--- src/rtl/seq_detector_prog.sv ---
// Programmable serial bit-pattern detector: runtime-loadable pattern of 1..MAX_LEN
// bits, overlap/non-overlap mode, qualified input and a saturating match counter.
module seq_detector_prog #(
    parameter  int MAX_LEN = 8,
    parameter  int CNT_W   = 8,
    localparam int LEN_W   = $clog2(MAX_LEN) + 1
) (
    input  logic               clk,
    input  logic               reset,
    input  logic               cfg_load,
    input  logic [MAX_LEN-1:0] cfg_pattern,
    input  logic [LEN_W-1:0]   cfg_len,
    input  logic               cfg_overlap,
    input  logic               data_valid,
    input  logic               data_in,
    output logic               detected,
    output logic [CNT_W-1:0]   match_count,
    output logic               cfg_err
);

    localparam logic [LEN_W-1:0]   MAX_LEN_L = LEN_W'(MAX_LEN);
    localparam logic [MAX_LEN-1:0] ONES      = '1;
    localparam logic [MAX_LEN-1:0] DEF_PAT   = MAX_LEN'(4'b0011);

    logic [MAX_LEN-1:0] pattern_q;
    logic [LEN_W-1:0]   len_q;
    logic               overlap_q;
    logic [MAX_LEN-1:0] hist_q;
    logic [LEN_W-1:0]   fill_q;

    logic [MAX_LEN-1:0] hist_n;
    logic [MAX_LEN-1:0] len_mask;
    logic [LEN_W-1:0]   fill_n;
    logic               match;
    logic               cfg_legal;

    // Next-state view of the accepted bit; only the low len bits take part in the compare.
    assign hist_n    = {hist_q[MAX_LEN-2:0], data_in};
    assign fill_n    = (fill_q == MAX_LEN_L) ? fill_q : fill_q + LEN_W'(1);
    assign len_mask  = ~(ONES << len_q);
    assign match     = (fill_n >= len_q) && ((hist_n & len_mask) == (pattern_q & len_mask));
    assign cfg_legal = (cfg_len != '0) && (cfg_len <= MAX_LEN_L);

    // NOTE: all state uses non-blocking assignments so every register samples pre-edge values.
    always_ff @(posedge clk) begin
        if (reset) begin
            pattern_q   <= DEF_PAT;
            len_q       <= LEN_W'(4);
            overlap_q   <= 1'b1;
            hist_q      <= '0;
            fill_q      <= '0;
            detected    <= 1'b0;
            match_count <= '0;
            cfg_err     <= 1'b0;
        end else if (cfg_load) begin
            // A data bit arriving alongside a load is dropped in both the legal and illegal case.
            detected <= 1'b0;
            if (cfg_legal) begin
                pattern_q   <= cfg_pattern;
                len_q       <= cfg_len;
                overlap_q   <= cfg_overlap;
                hist_q      <= '0;
                fill_q      <= '0;
                match_count <= '0;
                cfg_err     <= 1'b0;
            end else begin
                cfg_err <= 1'b1;
            end
        end else if (data_valid) begin
            hist_q   <= hist_n;
            detected <= match;
            if (match) begin
                if (match_count != '1) begin
                    match_count <= match_count + CNT_W'(1);
                end
                fill_q <= overlap_q ? fill_n : '0;
            end else begin
                fill_q <= fill_n;
            end
        end else begin
            detected <= 1'b0;
        end
    end

endmodule

--- config.mk ---
export PLATFORM = sky130hd
export DESIGN_NAME = seq_detector_prog
export DESIGN_NICKNAME = d
export VERILOG_FILES = /design/src/rtl/seq_detector_prog.sv
export SDC_FILE = /design/constraint.sdc
export NUM_CORES = 1
export LEC_CHECK = 0
export ABC_CLOCK_PERIOD_IN_PS = 4800
export BUFFER_PORTS_ARGS = -buffer_cell sky130_fd_sc_hd__buf_2
export CORE_MARGIN = 10
export CORE_UTILIZATION = 50
export DETAILED_ROUTE_END_ITERATION = 10
export PLACE_DENSITY = 0.77
export SETUP_SLACK_MARGIN = 0.5
export SYNTH_ARGS = -nofsm -noshare
export SYNTH_HDL_FRONTEND = slang
export SYNTH_SLANG_ARGS = --single-unit
--- constraint.sdc ---
create_clock -name clk -period 4.8 [get_ports clk]
set_input_delay 0.96 -clock clk [delete_from_list [all_inputs] [get_ports clk]]
set_output_delay 0.96 -clock clk [all_outputs]
set_load 0.01 [all_outputs]
==> results of run 1 <==
## worst max path at each step
stage | start | to | slack [ps]
2_1_floorplan | fill_q[0]$_SDFFE_PP0P_ | fill_q[2]$_SDFFE_PP0P_ | 1890
3_3_place_gp | fill_q[0]$_SDFFE_PP0P_ | fill_q[3]$_SDFFE_PP0P_ | 1710
3_5_place_dp | fill_q[0]$_SDFFE_PP0P_ | fill_q[3]$_SDFFE_PP0P_ | 1630
4_1_cts | fill_q[0]$_SDFFE_PP0P_ | fill_q[3]$_SDFFE_PP0P_ | 1590
5_1_grt | fill_q[0]$_SDFFE_PP0P_ | fill_q[3]$_SDFFE_PP0P_ | 1390
6_report | fill_q[0]$_SDFFE_PP0P_ | fill_q[3]$_SDFFE_PP0P_ | 1610
## kinds of logic (layout without fill, tap and decap cells)
| family | Yosys count | count (layout) |
|---|---|---|
| AND/OR/NAND/NOR | 56 | 56 |
| AO/OA/AOI/OAI | 42 | 42 |
| flip-flops | 34 | 34 |
| buffers and inverters | 24 | 49 |
| multiplexers | 12 | 12 |
| XOR/XNOR | 10 | 10 |
| adder cells (fa/ha/maj) | 7 | 7 |
## through the flow
stage               instance area, µm²  utilization
CTS                               1922       0.5805
global route                      1922       0.5805
finish                            1922       0.5805
detailed placement                1843       0.5567
floorplan                         1693            -
global placement                  1843       0.5567
## registers in the layout, indices dropped and copies added, names as in the netlist
name         cells
overlap_q        1
match_count      8
pattern_q        8
detected         1
hist_q           7
len_q            4
cfg_err          1
fill_q           4
## placed cells by master, fill, tap and decap left out
cell type | netlist | routed
dfxtp_1 | 34 | 34
buf_2 | 1 | 27
nor2_1 | 15 | 15
inv_1 | 13 | 13
mux2i_1 | 12 | 12
nand2_1 | 9 | 9
xnor2_1 | 8 | 8
nand3_1 | 7 | 7
ha_1 | 7 | 7
a22o_1 | 6 | 6
a21oi_1 | 6 | 6
nand2b_1 | 5 | 5
or4_1 | 5 | 5
o31ai_1 | 5 | 5
a211o_1 | 5 | 5
clkbuf_4 | 0 | 5
o21ai_0 | 4 | 4
nor4_1 | 4 | 4
a32o_1 | 4 | 4
or3_1 | 3 | 3
a21boi_0 | 3 | 3
clkbuf_8 | 0 | 3
a31oi_1 | 2 | 2
o22ai_1 | 2 | 2
xor2_1 | 2 | 2
nor4b_1 | 2 | 2
o211ai_1 | 2 | 2
or2_2 | 1 | 1
and2_1 | 1 | 1
nor2b_1 | 1 | 1
a2111oi_0 | 1 | 1
a222oi_1 | 1 | 1
or4b_4 | 1 | 1
nand4_1 | 1 | 1
o21a_1 | 1 | 1
or4_4 | 1 | 1
buf_4 | 0 | 1
## per-layer routing
layer,global-route usage,vias to the layer above,wire length [µm]
met5,0,-,0
met4,0.06452,0,71
met3,0.03189,7,173
met2,0.1661,32,1552
met1,0.1603,644,1706
li1,-,720,-
## worst register-to-register path: stages (launching register included)
cell and delay [ps]:
dfxtp_1 350, inv_1 90, ha_1 150, nand2_1 60
or2_2 290, xnor2_1 210, inv_1 70, ha_1 270
nand2b_1 90, a2111oi_0 90, or4b_4 580, or4_4 570
a32o_1 280
## layout make-up
cell class	count	area (µm²)
clock buffer	8	78.83
sequential	34	680.7
timing repair buffer	28	142.6
inverter	13	48.80
multi-input combinational	127	913.4
tap	46	57.56
fill	324	1389
## power by group through the flow
| stage | registers [mW] | logic, mW | clock network (mW) |
|---|---|---|---|
| global route | 0.301 | 0.0673 | 0.211 |
| CTS | 0.299 | 0.0597 | 0.199 |
| floorplan | 0.303 | 0.0449 | 0 |
| global placement | 0.305 | 0.0587 | 0 |
| finish | 0.299 | 0.0595 | 0.197 |
| detailed placement | 0.306 | 0.0593 | 0 |
==> flow_summary_export.csv, run 1 <==
group,metric,value,unit
place,io_buffers,27,
cells_and_area,diodes,0,
global_route,grt_pass1_wl,6003,µm
power,power_frac_comb,0.107,
sta,rsz0062_at_grt,"false",
route,via_count,1403,
logic_synthesis,synth_top_area_cell,"dfxtp_1",
logic_synthesis,async_flop_share,0,
power,ir_drop,168.2,µV
critical_path,reg2reg_to,"fill_q[3]$_SDFFE_PP0P_",
logic_synthesis,synth_xor_area_frac,0.05174,
logic_synthesis,synthMuxAreaShare,0.07095,
logic_synthesis,synthTopCellsByArea,"dfxtp_1 40%, mux2i_1 7.1%, ha_1 5.2%",
critical_path,r2r_slack,1610,ps
global_route,grt_overflow_total,0,
critical_path,start_kind,"register",
floorplanning,io-pin-count,28,
critical_path,crit_family,"simple AND/OR/NAND/NOR gates",
critical_path,crit_slowest_cell,"or4b_4",
sta,fin_ws,1609,ps
logic_synthesis,synth-compound-area-share,0.1848,
clock_tree,cts_buffers,5,
floorplanning,die_y,78.19,µm
global_route,antenna_found_initial,0,
critical_path,worst_path_largest_cell_delay,580,ps
sta,fin_crit_sh,0.6648,
floorplanning,core,3311,µm²
sta,fmax,313.4,MHz
sta,setup_viol,0,
clock_tree,cts-htree-levels,2,
clock_tree,cts_hold_buf,0,
route,drt_iter0_drc,74,
sta,hold_violations,0,
clock_tree,clk_latency,340,ps
place,dpl.hpwl,2588,µm
global_route,grt_max_degree,20,
cells_and_area,final_nets,234,
logic_synthesis,ys.warnings.count,0,
floorplanning,die_area,6113,µm²
logic_synthesis,yosysSeqAreaShare,0.4021,
sta,maxSlewHeadroom,0.3976,
critical_path,critical_path.endpoint_type,"register",
cells_and_area,finalNonFillerCells,256,
logic_synthesis,synth_cell_types,37,
critical_path,crit_buf_inv,2,
critical_path,crit_chain,"inv_1 > ha_1 > nand2_1 > or2_2 > xnor2_1 > inv_1 > ha_1 > nand2b_1 > a2111oi_0 > or4b_4 > or4_4 > a32o_1",
clock_tree,post_cts_buffers,0,
place,dp_cells,248,
route,viasPerCell,5.480,
min_path,min_path_cells,2,
critical_path,path_class,"reg -> reg",
critical_path,crit_cells,12,
route,wl_per_cell,13.68,µm
global_route,grt_pass1_vias,1257,
clock_tree,cts_tree,"done",
power,p_int,0.4178,mW
logic_synthesis,synthAdderAreaFrac,0.05174,
cells_and_area,syn2layout_area_growth,13.53,%
global_route,grt_util_all_layers,0.1186,
clock_tree,clkTransAtPathRegs,110,ps
power,pwr-share-seq,0.539,
sta,period_minus_slack,3191,ps
logic_synthesis,syn_area,1693,µm²
power,power_leakage,0.7890,nW
place,post-place-ws,1633,ps
flow_run,cap_violations,0,
logic_synthesis,yosysMostFrequentCell,"dfxtp_1",
logic_synthesis,synthTopCellsByCount,"34 x dfxtp_1, 15 x nor2_1, 13 x inv_1",
logic_synthesis,syn-num-nets,210,
sta,skew,11.34,ps
critical_path,r2r_cells,12,
min_path,hold_start,"hist_q[0]$_SDFFE_PP0P_",
route,wirelength,3503,µm
power,p_switching,0.1374,mW
route,drcViolationCount,0,
run_status,status,"finished clean",
power,total_power,0.5552,mW
power,p_sw_frac,0.2475,
critical_path,cp.required,5030,ps
critical_path,arrival,3420,ps
logic_synthesis,synth_top_area_frac,0.4021,
critical_path,reg2reg_from,"fill_q[0]$_SDFFE_PP0P_",
route,first_pass_iters,4,
sta,tightest_slew,901.0,ps
clock_tree,clock_path_buffers,2,
logic_synthesis,ys_seq_elements,34,
logic_synthesis,syn_area_per_cell,9.151,µm²
sta,fin_setup_tns,0,ps
min_path,min_path_type,"reg -> reg",
power,powerDensity,288.9,nW/µm²
clock_tree,cts.repair.resized,0,
route,antenna_left,0,
floorplanning,die_w,78.19,µm
logic_synthesis,synth-simple-area-share,0.1803,
place,gp_congestion,0.8291,
logic_synthesis,synth_top_family_by_area,"compound AO/OA/AOI/OAI gates",
sta,holdWs,470.4,ps
sta,slew_viol_final,0,
min_path,hold_end,"hist_q[1]$_SDFFE_PP0P_",
clock_tree,cts.sinks,34,
power,pwr-share-clk,0.354,
critical_path,cp_max_fo,15,
floorplanning,initial_core_util,0.5113,
logic_synthesis,synth_edf_count,0,
clock_tree,cts_root_buf,"clkbuf_4",
logic_synthesis,synthFlopType,"dfxtp_1",
floorplanning,num_rows,21,
cells_and_area,drive_above_1_share,0.1857,
logic_synthesis,synthCells,185,
No activity file was read; power rests on OpenSTA's default activity.
==> run 2, diff against run 1 <==
--- a/config.mk
+++ b/config.mk
@@ -5,12 +5,13 @@
 export SDC_FILE = /design/constraint.sdc
 export NUM_CORES = 1
 export LEC_CHECK = 0
-export ABC_CLOCK_PERIOD_IN_PS = 4800
+export ABC_AREA = 1
+export ABC_CLOCK_PERIOD_IN_PS = 2700
 export BUFFER_PORTS_ARGS = -buffer_cell sky130_fd_sc_hd__buf_2
 export CORE_MARGIN = 10
 export CORE_UTILIZATION = 50
 export DETAILED_ROUTE_END_ITERATION = 10
-export PLACE_DENSITY = 0.77
+export PLACE_DENSITY = 0.79
 export SETUP_SLACK_MARGIN = 0.5
 export SYNTH_ARGS = -nofsm -noshare
 export SYNTH_HDL_FRONTEND = slang
==> constraint.sdc (replaced) <==
create_clock -name clk -period 2.7 [get_ports clk]
set_input_delay 0.54 -clock clk [delete_from_list [all_inputs] [get_ports clk]]
set_output_delay 0.54 -clock clk [all_outputs]
set_load 0.01 [all_outputs]
==> flow_summary_export.csv, run 2 <==
group,metric,value,unit
run_status,status,"finished clean",
critical_path,worst_path_largest_cell_delay,370,ps
power,pwr-share-seq,0.533,
power,p_sw_frac,0.2974,
floorplanning,core,3416,µm²
clock_tree,cts_tree,"done",
sta,holdWs,398.8,ps
critical_path,crit_family,"simple AND/OR/NAND/NOR gates",
floorplanning,num_rows,21,
logic_synthesis,ys_seq_elements,34,
critical_path,cp_max_fo,6,
sta,hold_violations,0,
clock_tree,cts_buffers,5,
floorplanning,io-pin-count,28,
place,io_buffers,27,
global_route,grt_pass1_vias,1634,
power,ir_drop,266.3,µV
sta,fmax,488.3,MHz
route,drcViolationCount,0,
clock_tree,cts-htree-levels,2,
cells_and_area,largestRegisters,"match_count (8), pattern_q (8), hist_q (7)",
route,viasPerCell,5.178,
sta,fin_setup_tns,0,ps
global_route,grt_util_all_layers,0.1346,
sta,fin_ws,652.0,ps
critical_path,r2r_slack,650,ps
critical_path,crit_buf_inv,1,
route,via_count,1745,
route,antenna_left,0,
place,gp_congestion,0.8483,
route,wirelength,4198,µm
critical_path,critical_path.endpoint_type,"register",
power,power_frac_comb,0.172,
logic_synthesis,synthTopCellsByCount,"67 x nand2_1, 34 x dfxtp_1, 31 x inv_1",
sta,skew,10.51,ps
sta,period_minus_slack,2048,ps
cells_and_area,final_cell_mix,"66 x nand2_1, 32 x dfxtp_1, 31 x inv_1",
logic_synthesis,synth_cell_types,28,
logic_synthesis,synthTopCellsByArea,"dfxtp_1 38%, nand2_1 14%, inv_1 6.5%",
critical_path,arrival,2330,ps
logic_synthesis,syn-num-nets,284,
clock_tree,clk_latency,350,ps
logic_synthesis,ys.warnings.count,0,
power,powerDensity,491.1,nW/µm²
logic_synthesis,synth_edf_count,0,
clock_tree,cts_hold_buf,0,
sta,slew_viol_final,0,
clock_tree,cts.sinks,34,
cells_and_area,finalNonFillerCells,337,
power,pwr-share-clk,0.295,
global_route,grt_pass1_wl,6975,µm
cells_and_area,drive_above_1_share,0.1821,
cells_and_area,syn2layout_area_growth,15.09,%
critical_path,crit_slowest_cell,"dfxtp_4",
floorplanning,die_y,79.99,µm
floorplanning,initial_core_util,0.5267,
floorplanning,die_area,6398,µm²
flow_run,cap_violations,0,
logic_synthesis,yosysSeqAreaShare,0.3783,
global_route,antenna_found_initial,0,
power,power_leakage,0.9592,nW
critical_path,crit_chain,"inv_1 > ha_1 > nand2_1 > nor2_2 > xor2_1 > ha_1 > nand4_1 > nand3_2 > nand3_4 > nand2_4 > nand2_2 > nand2_1 > a21oi_1",
floorplanning,die_w,79.99,µm
sta,rsz0062_at_grt,"false",
critical_path,path_class,"reg -> reg",
route,wl_per_cell,12.46,µm
min_path,min_path_type,"in -> reg",
logic_synthesis,synthFlopType,"dfxtp_1",
logic_synthesis,synth_top_area_cell,"dfxtp_1",
clock_tree,cts_root_buf,"clkbuf_4",
sta,maxSlewHeadroom,0.5950,
logic_synthesis,async_flop_share,0,
cells_and_area,final_nets,315,
cells_and_area,diodes,0,
power,total_power,1.017,mW
critical_path,start_kind,"register",
power,p_int,0.7145,mW
cells_and_area,final_common_cell,"nand2_1",
place,post-place-ws,478.7,ps
power,p_switching,0.3024,mW
route,drt_iter0_drc,105,
logic_synthesis,synth_top_area_frac,0.3783,
route,first_pass_iters,4,
place,dp_cells,326,
global_route,grt_overflow_total,0,
global_route,grt_max_degree,22,
place,dpl.hpwl,3073,µm
logic_synthesis,yosysMostFrequentCell,"nand2_1",
sta,tightest_slew,606.8,ps
logic_synthesis,synthCells,259,
clock_tree,clock_path_buffers,2,
sta,fin_crit_sh,0.7585,
sta,setup_viol,0,
critical_path,cp.required,2990,ps
logic_synthesis,syn_area,1799,µm²
clock_tree,clkTransAtPathRegs,110,ps
logic_synthesis,syn_area_per_cell,6.947,µm²
-- run 2: changes by cell type in the layout (fill, tap and decap cells not counted), moves of 6 or more --
cell,delta
mux2i_1,-12
nand2_1,+57
nand3_1,+13
inv_1,+18
o21ai_0,+8
a22o_1,-6
xnor2_1,-6
nor2_1,+12
a21oi_1,+13
-- run 2: what timing repair did --
item                                    CTS  global route
setup buffers                             0             2
gates resized for setup                   1             7
cloned                                    0             1
pin swaps                                 0             4
endpoints found under the setup margin    6             8
-- run 2: final timing paths --
kind / depth (start not counted) / endpoint / startpoint
worst min register to register: 2 / pattern_q[2]$_SDFFE_PP0P_ / pattern_q[2]$_SDFFE_PP0P_
worst max register to register: 13 / match_count[3]$_SDFFE_PP0P_ / fill_q[0]$_SDFFE_PP0P_
worst max-delay path: 13 / match_count[3]$_SDFFE_PP0P_ / fill_q[0]$_SDFFE_PP0P_
worst min-delay path: 3 / pattern_q[1]$_SDFFE_PP1P_ / cfg_pattern[1]
-- run 2: per-stage QoR --
step,cell area [µm²],util
after global routing,2071,0.6062
after detailed placement,1962,0.5744
after floorplan,1799,-
final,2071,0.6062
after CTS,2023,0.5923
after global placement,1962,0.5744
-- run 2: cell type report --
class                   instances  area [µm²]
repair buffers                 31       165.2
fillers                       313        1345
clock buffers                   7       55.05
flip-flops and latches         34       685.7
multi-input cells             186       982.2
well taps                      46       57.56
clock inverters                 1       5.005
inverters                      32       120.1
-- run 2: cell families after synthesis --
group | after synthesis | share of synthesized area
and+or+nand+nor | 127 | 0.3053
AOI/OAI and AO/OA | 44 | 0.1419
adders and majority gates | 7 | 0.04868
DFF | 34 | 0.3783
xor gates and xnor gates | 7 | 0.03408
buffers and inverters | 40 | 0.09179
-- run 2: worst reg2reg max path, cell delays in order, from the launching register on --
cell,delay (ps)
dfxtp_4,370
inv_1,60
ha_1,140
nand2_1,60
nor2_2,120
xor2_1,210
ha_1,270
nand4_1,120
nand3_2,120
nand3_4,110
nand2_4,80
nand2_2,120
nand2_1,60
a21oi_1,140
-- run 2: power by group through the flow --
stage / Clock, mW / Sequential (mW) / Combinational (mW)
detailed placement: 0 / 0.553 / 0.161
global placement: 0 / 0.553 / 0.156
global route: 0.329 / 0.544 / 0.198
CTS: 0.307 / 0.542 / 0.163
floorplan: 0 / 0.551 / 0.117
finish: 0.300 / 0.542 / 0.175
-- run 2: layer usage --
| layer | share of wire | global-route usage |
|---|---|---|
| met4 | 0.024 | 0.06690 |
| met1 | 0.46 | 0.1642 |
| met2 | 0.44 | 0.2079 |
| met5 | 0 | 0 |
| met3 | 0.074 | 0.04167 |
==> run 3, diff against run 2 <==
--- a/config.mk
+++ b/config.mk
@@ -5,13 +5,13 @@
 export SDC_FILE = /design/constraint.sdc
 export NUM_CORES = 1
 export LEC_CHECK = 0
-export ABC_AREA = 1
-export ABC_CLOCK_PERIOD_IN_PS = 2700
+export ABC_AREA = 0
+export ABC_CLOCK_PERIOD_IN_PS = 1850
 export BUFFER_PORTS_ARGS = -buffer_cell sky130_fd_sc_hd__buf_2
 export CORE_MARGIN = 10
 export CORE_UTILIZATION = 50
 export DETAILED_ROUTE_END_ITERATION = 10
-export PLACE_DENSITY = 0.79
+export PLACE_DENSITY = 0.8
 export SETUP_SLACK_MARGIN = 0.5
 export SYNTH_ARGS = -nofsm -noshare
 export SYNTH_HDL_FRONTEND = slang
==> constraint.sdc (replaced) <==
create_clock -name clk -period 1.85 [get_ports clk]
set_input_delay 0.37 -clock clk [delete_from_list [all_inputs] [get_ports clk]]
set_output_delay 0.37 -clock clk [all_outputs]
set_load 0.01 [all_outputs]
==> flow_summary_export.csv, run 3 (synthesized netlist as in run 1, its figures left out) <==
group,metric,value,unit
run_status,status,"finished, violations left",
run_status,violations,"negative setup slack",
global_route,grt_max_degree,19,
power,powerDensity,572.9,nW/µm²
route,first_pass_iters,6,
place,gp_congestion,0.8355,
floorplanning,initial_core_util,0.5113,
cells_and_area,finalNonFillerCells,304,
cells_and_area,drive_above_1_share,0.4612,
clock_tree,cts_tree,"done",
place,dpl.hpwl,3150,µm
critical_path,cp_max_fo,6,
clock_tree,cts-htree-levels,2,
critical_path,crit_buf_inv,3,
critical_path,arrival,3190,ps
clock_tree,cts_root_buf,"clkbuf_4",
global_route,grt_pass1_vias,1745,
clock_tree,clkTransAtPathRegs,100,ps
route,drt_iter0_drc,145,
critical_path,reg2reg_from,"fill_q[1]$_SDFFE_PP0P_",
route,wl_per_cell,18.16,µm
floorplanning,num_rows,21,
sta,fin_crit_sh,1.574,
critical_path,start_kind,"register",
sta,tightest_slew,419.3,ps
global_route,antenna_found_initial,0,
critical_path,r2r_slack,-1060,ps
clock_tree,cts_buffers,5,
critical_path,crit_slowest_cell,"or4b_4",
sta,fmax,343.5,MHz
route,viasPerCell,5.763,
global_route,grt_util_all_layers,0.1656,
critical_path,worst_path_largest_cell_delay,530,ps
route,wirelength,5522,µm
sta,skew,6.470,ps
clock_tree,cts.sinks,34,
critical_path,critical_path.endpoint_type,"register",
place,dp_cells,287,
critical_path,crit_chain,"inv_2 > ha_4 > nand2_4 > or2_4 > xnor2_2 > inv_1 > ha_1 > nand2b_4 > a2111oi_2 > or4b_4 > buf_8 > or4_4 > a21boi_2",
cells_and_area,final_cell_mix,"43 x buf_4, 30 x dfxtp_1, 22 x buf_2",
critical_path,cp-startpoint,"fill_q[1]$_SDFFE_PP0P_",
critical_path,crit_end,"match_count[3]$_SDFFE_PP0P_",
sta,hold_violations,0,
critical_path,path_class,"reg -> reg",
cells_and_area,diodes,0,
place,io_buffers,27,
power,ir_drop,448.5,µV
floorplanning,die_area,6113,µm²
min_path,min_path_type,"in -> reg",
power,power_leakage,1.140,nW
floorplanning,die_y,78.19,µm
global_route,grt_pass1_wl,8238,µm
route,via_count,1752,
sta,slew_viol_final,0,
critical_path,crit_family,"simple AND/OR/NAND/NOR gates",
critical_path,crit_cells,13,
cells_and_area,largestRegisters,"match_count (8), pattern_q (8), hist_q (7)",
critical_path,cp.required,2130,ps
sta,setup_viol,13,
route,antenna_left,0,
floorplanning,core,3311,µm²
sta,maxSlewHeadroom,0.7205,
sta,fin_setup_tns,-12550,ps
critical_path,reg2reg_to,"match_count[3]$_SDFFE_PP0P_",
cells_and_area,final_nets,284,
clock_tree,clk_latency,350,ps
cells_and_area,final_common_cell,"buf_4",
place,dpl_cell_area,2230,µm²
cells_and_area,syn2layout_area_growth,54.55,%
critical_path,r2r_cells,13,
route,drcViolationCount,0,
clock_tree,clock_path_buffers,2,
floorplanning,die_w,78.19,µm
sta,period_minus_slack,2911,ps
floorplanning,io-pin-count,28,
sta,fin_ws,-1061,ps
power,total_power,1.499,mW
global_route,grt_overflow_total,0,
cells_and_area,design_area,2616,µm²
flow_run,cap_violations,0,
sta,rsz0062_at_grt,"true",
[run 3: cell types whose count changed in the layout (fill, tap and decap cells not counted), moves of 6 or more]
cell and delta:
nand3_1 -15, nor2_1 -12, buf_6 +6, a21oi_1 -15, o21ai_0 -9, inv_1 -20, nand2_1 -59, a22o_1 +6
mux2i_1 +11, buf_4 +39
[run 3: metrics by stage]
| stage | hold WS (ps) | utilization | worst slack, ps |
|---|---|---|---|
| after floorplan | 437.5 | - | -1027 |
| after global placement | 453.5 | 0.6735 | -1028 |
| after global routing | 266.0 | 0.7902 | -1134 |
| after CTS | 249.2 | 0.7547 | -1000 |
| final | 260.7 | 0.7902 | -1061 |
| after detailed placement | 472.2 | 0.6735 | -1064 |
[run 3: metal layers]
metal / global-route usage / vias to the layer above / part of all wire
li1: - / 823 / -
met1: 0.1876 / 833 / 0.42
met2: 0.2780 / 73 / 0.49
met3: 0.04556 / 23 / 0.054
met4: 0.08602 / 0 / 0.039
met5: 0 / - / 0
[run 3: power breakdown]
group	internal [mW]	leakage [nW]	switching, mW
sequential	0.754	0.278	0.0185
combinational	0.159	0.832	0.148
clock	0.171	0.0302	0.248
total	1.08	1.14	0.415
[run 3: final cells by class]
type	instances	area, µm²
Fill cell	209	694.4
Inverter	13	48.80
Tap cell	46	57.56
Clock buffer	6	51.30
Multi-Input combinational cell	128	1155
Timing Repair Buffer	77	618.1
Sequential cell	34	685.7
[run 3: tightest hold or removal path, cell delays in order]
cell and delay (ps):
buf_2 80, mux2i_1 50, nor2_1 80
[run 3: worst min path at each step]
stage	startpoint	to	slack, ps	cells after the start
after global placement	cfg_err$_SDFFE_PP0P_	cfg_err$_SDFFE_PP0P_	450	1
after floorplan	overlap_q$_SDFFE_PP1P_	overlap_q$_SDFFE_PP1P_	440	1
after CTS	cfg_pattern[4]	pattern_q[4]$_SDFFE_PP0P_	250	3
final	cfg_pattern[2]	pattern_q[2]$_SDFFE_PP0P_	260	3
after global routing	cfg_pattern[2]	pattern_q[2]$_SDFFE_PP0P_	270	3
after detailed placement	pattern_q[0]$_SDFFE_PP1P_	pattern_q[0]$_SDFFE_PP1P_	470	1
[run 3: repair_timing]
item / CTS / global route
hold buffers: 0 / 0
cloned: 2 / 1
pin swaps: 24 / 14
endpoints found under the setup margin: 30 / 24
setup buffers: 5 / 3
gates resized for setup: 29 / 20
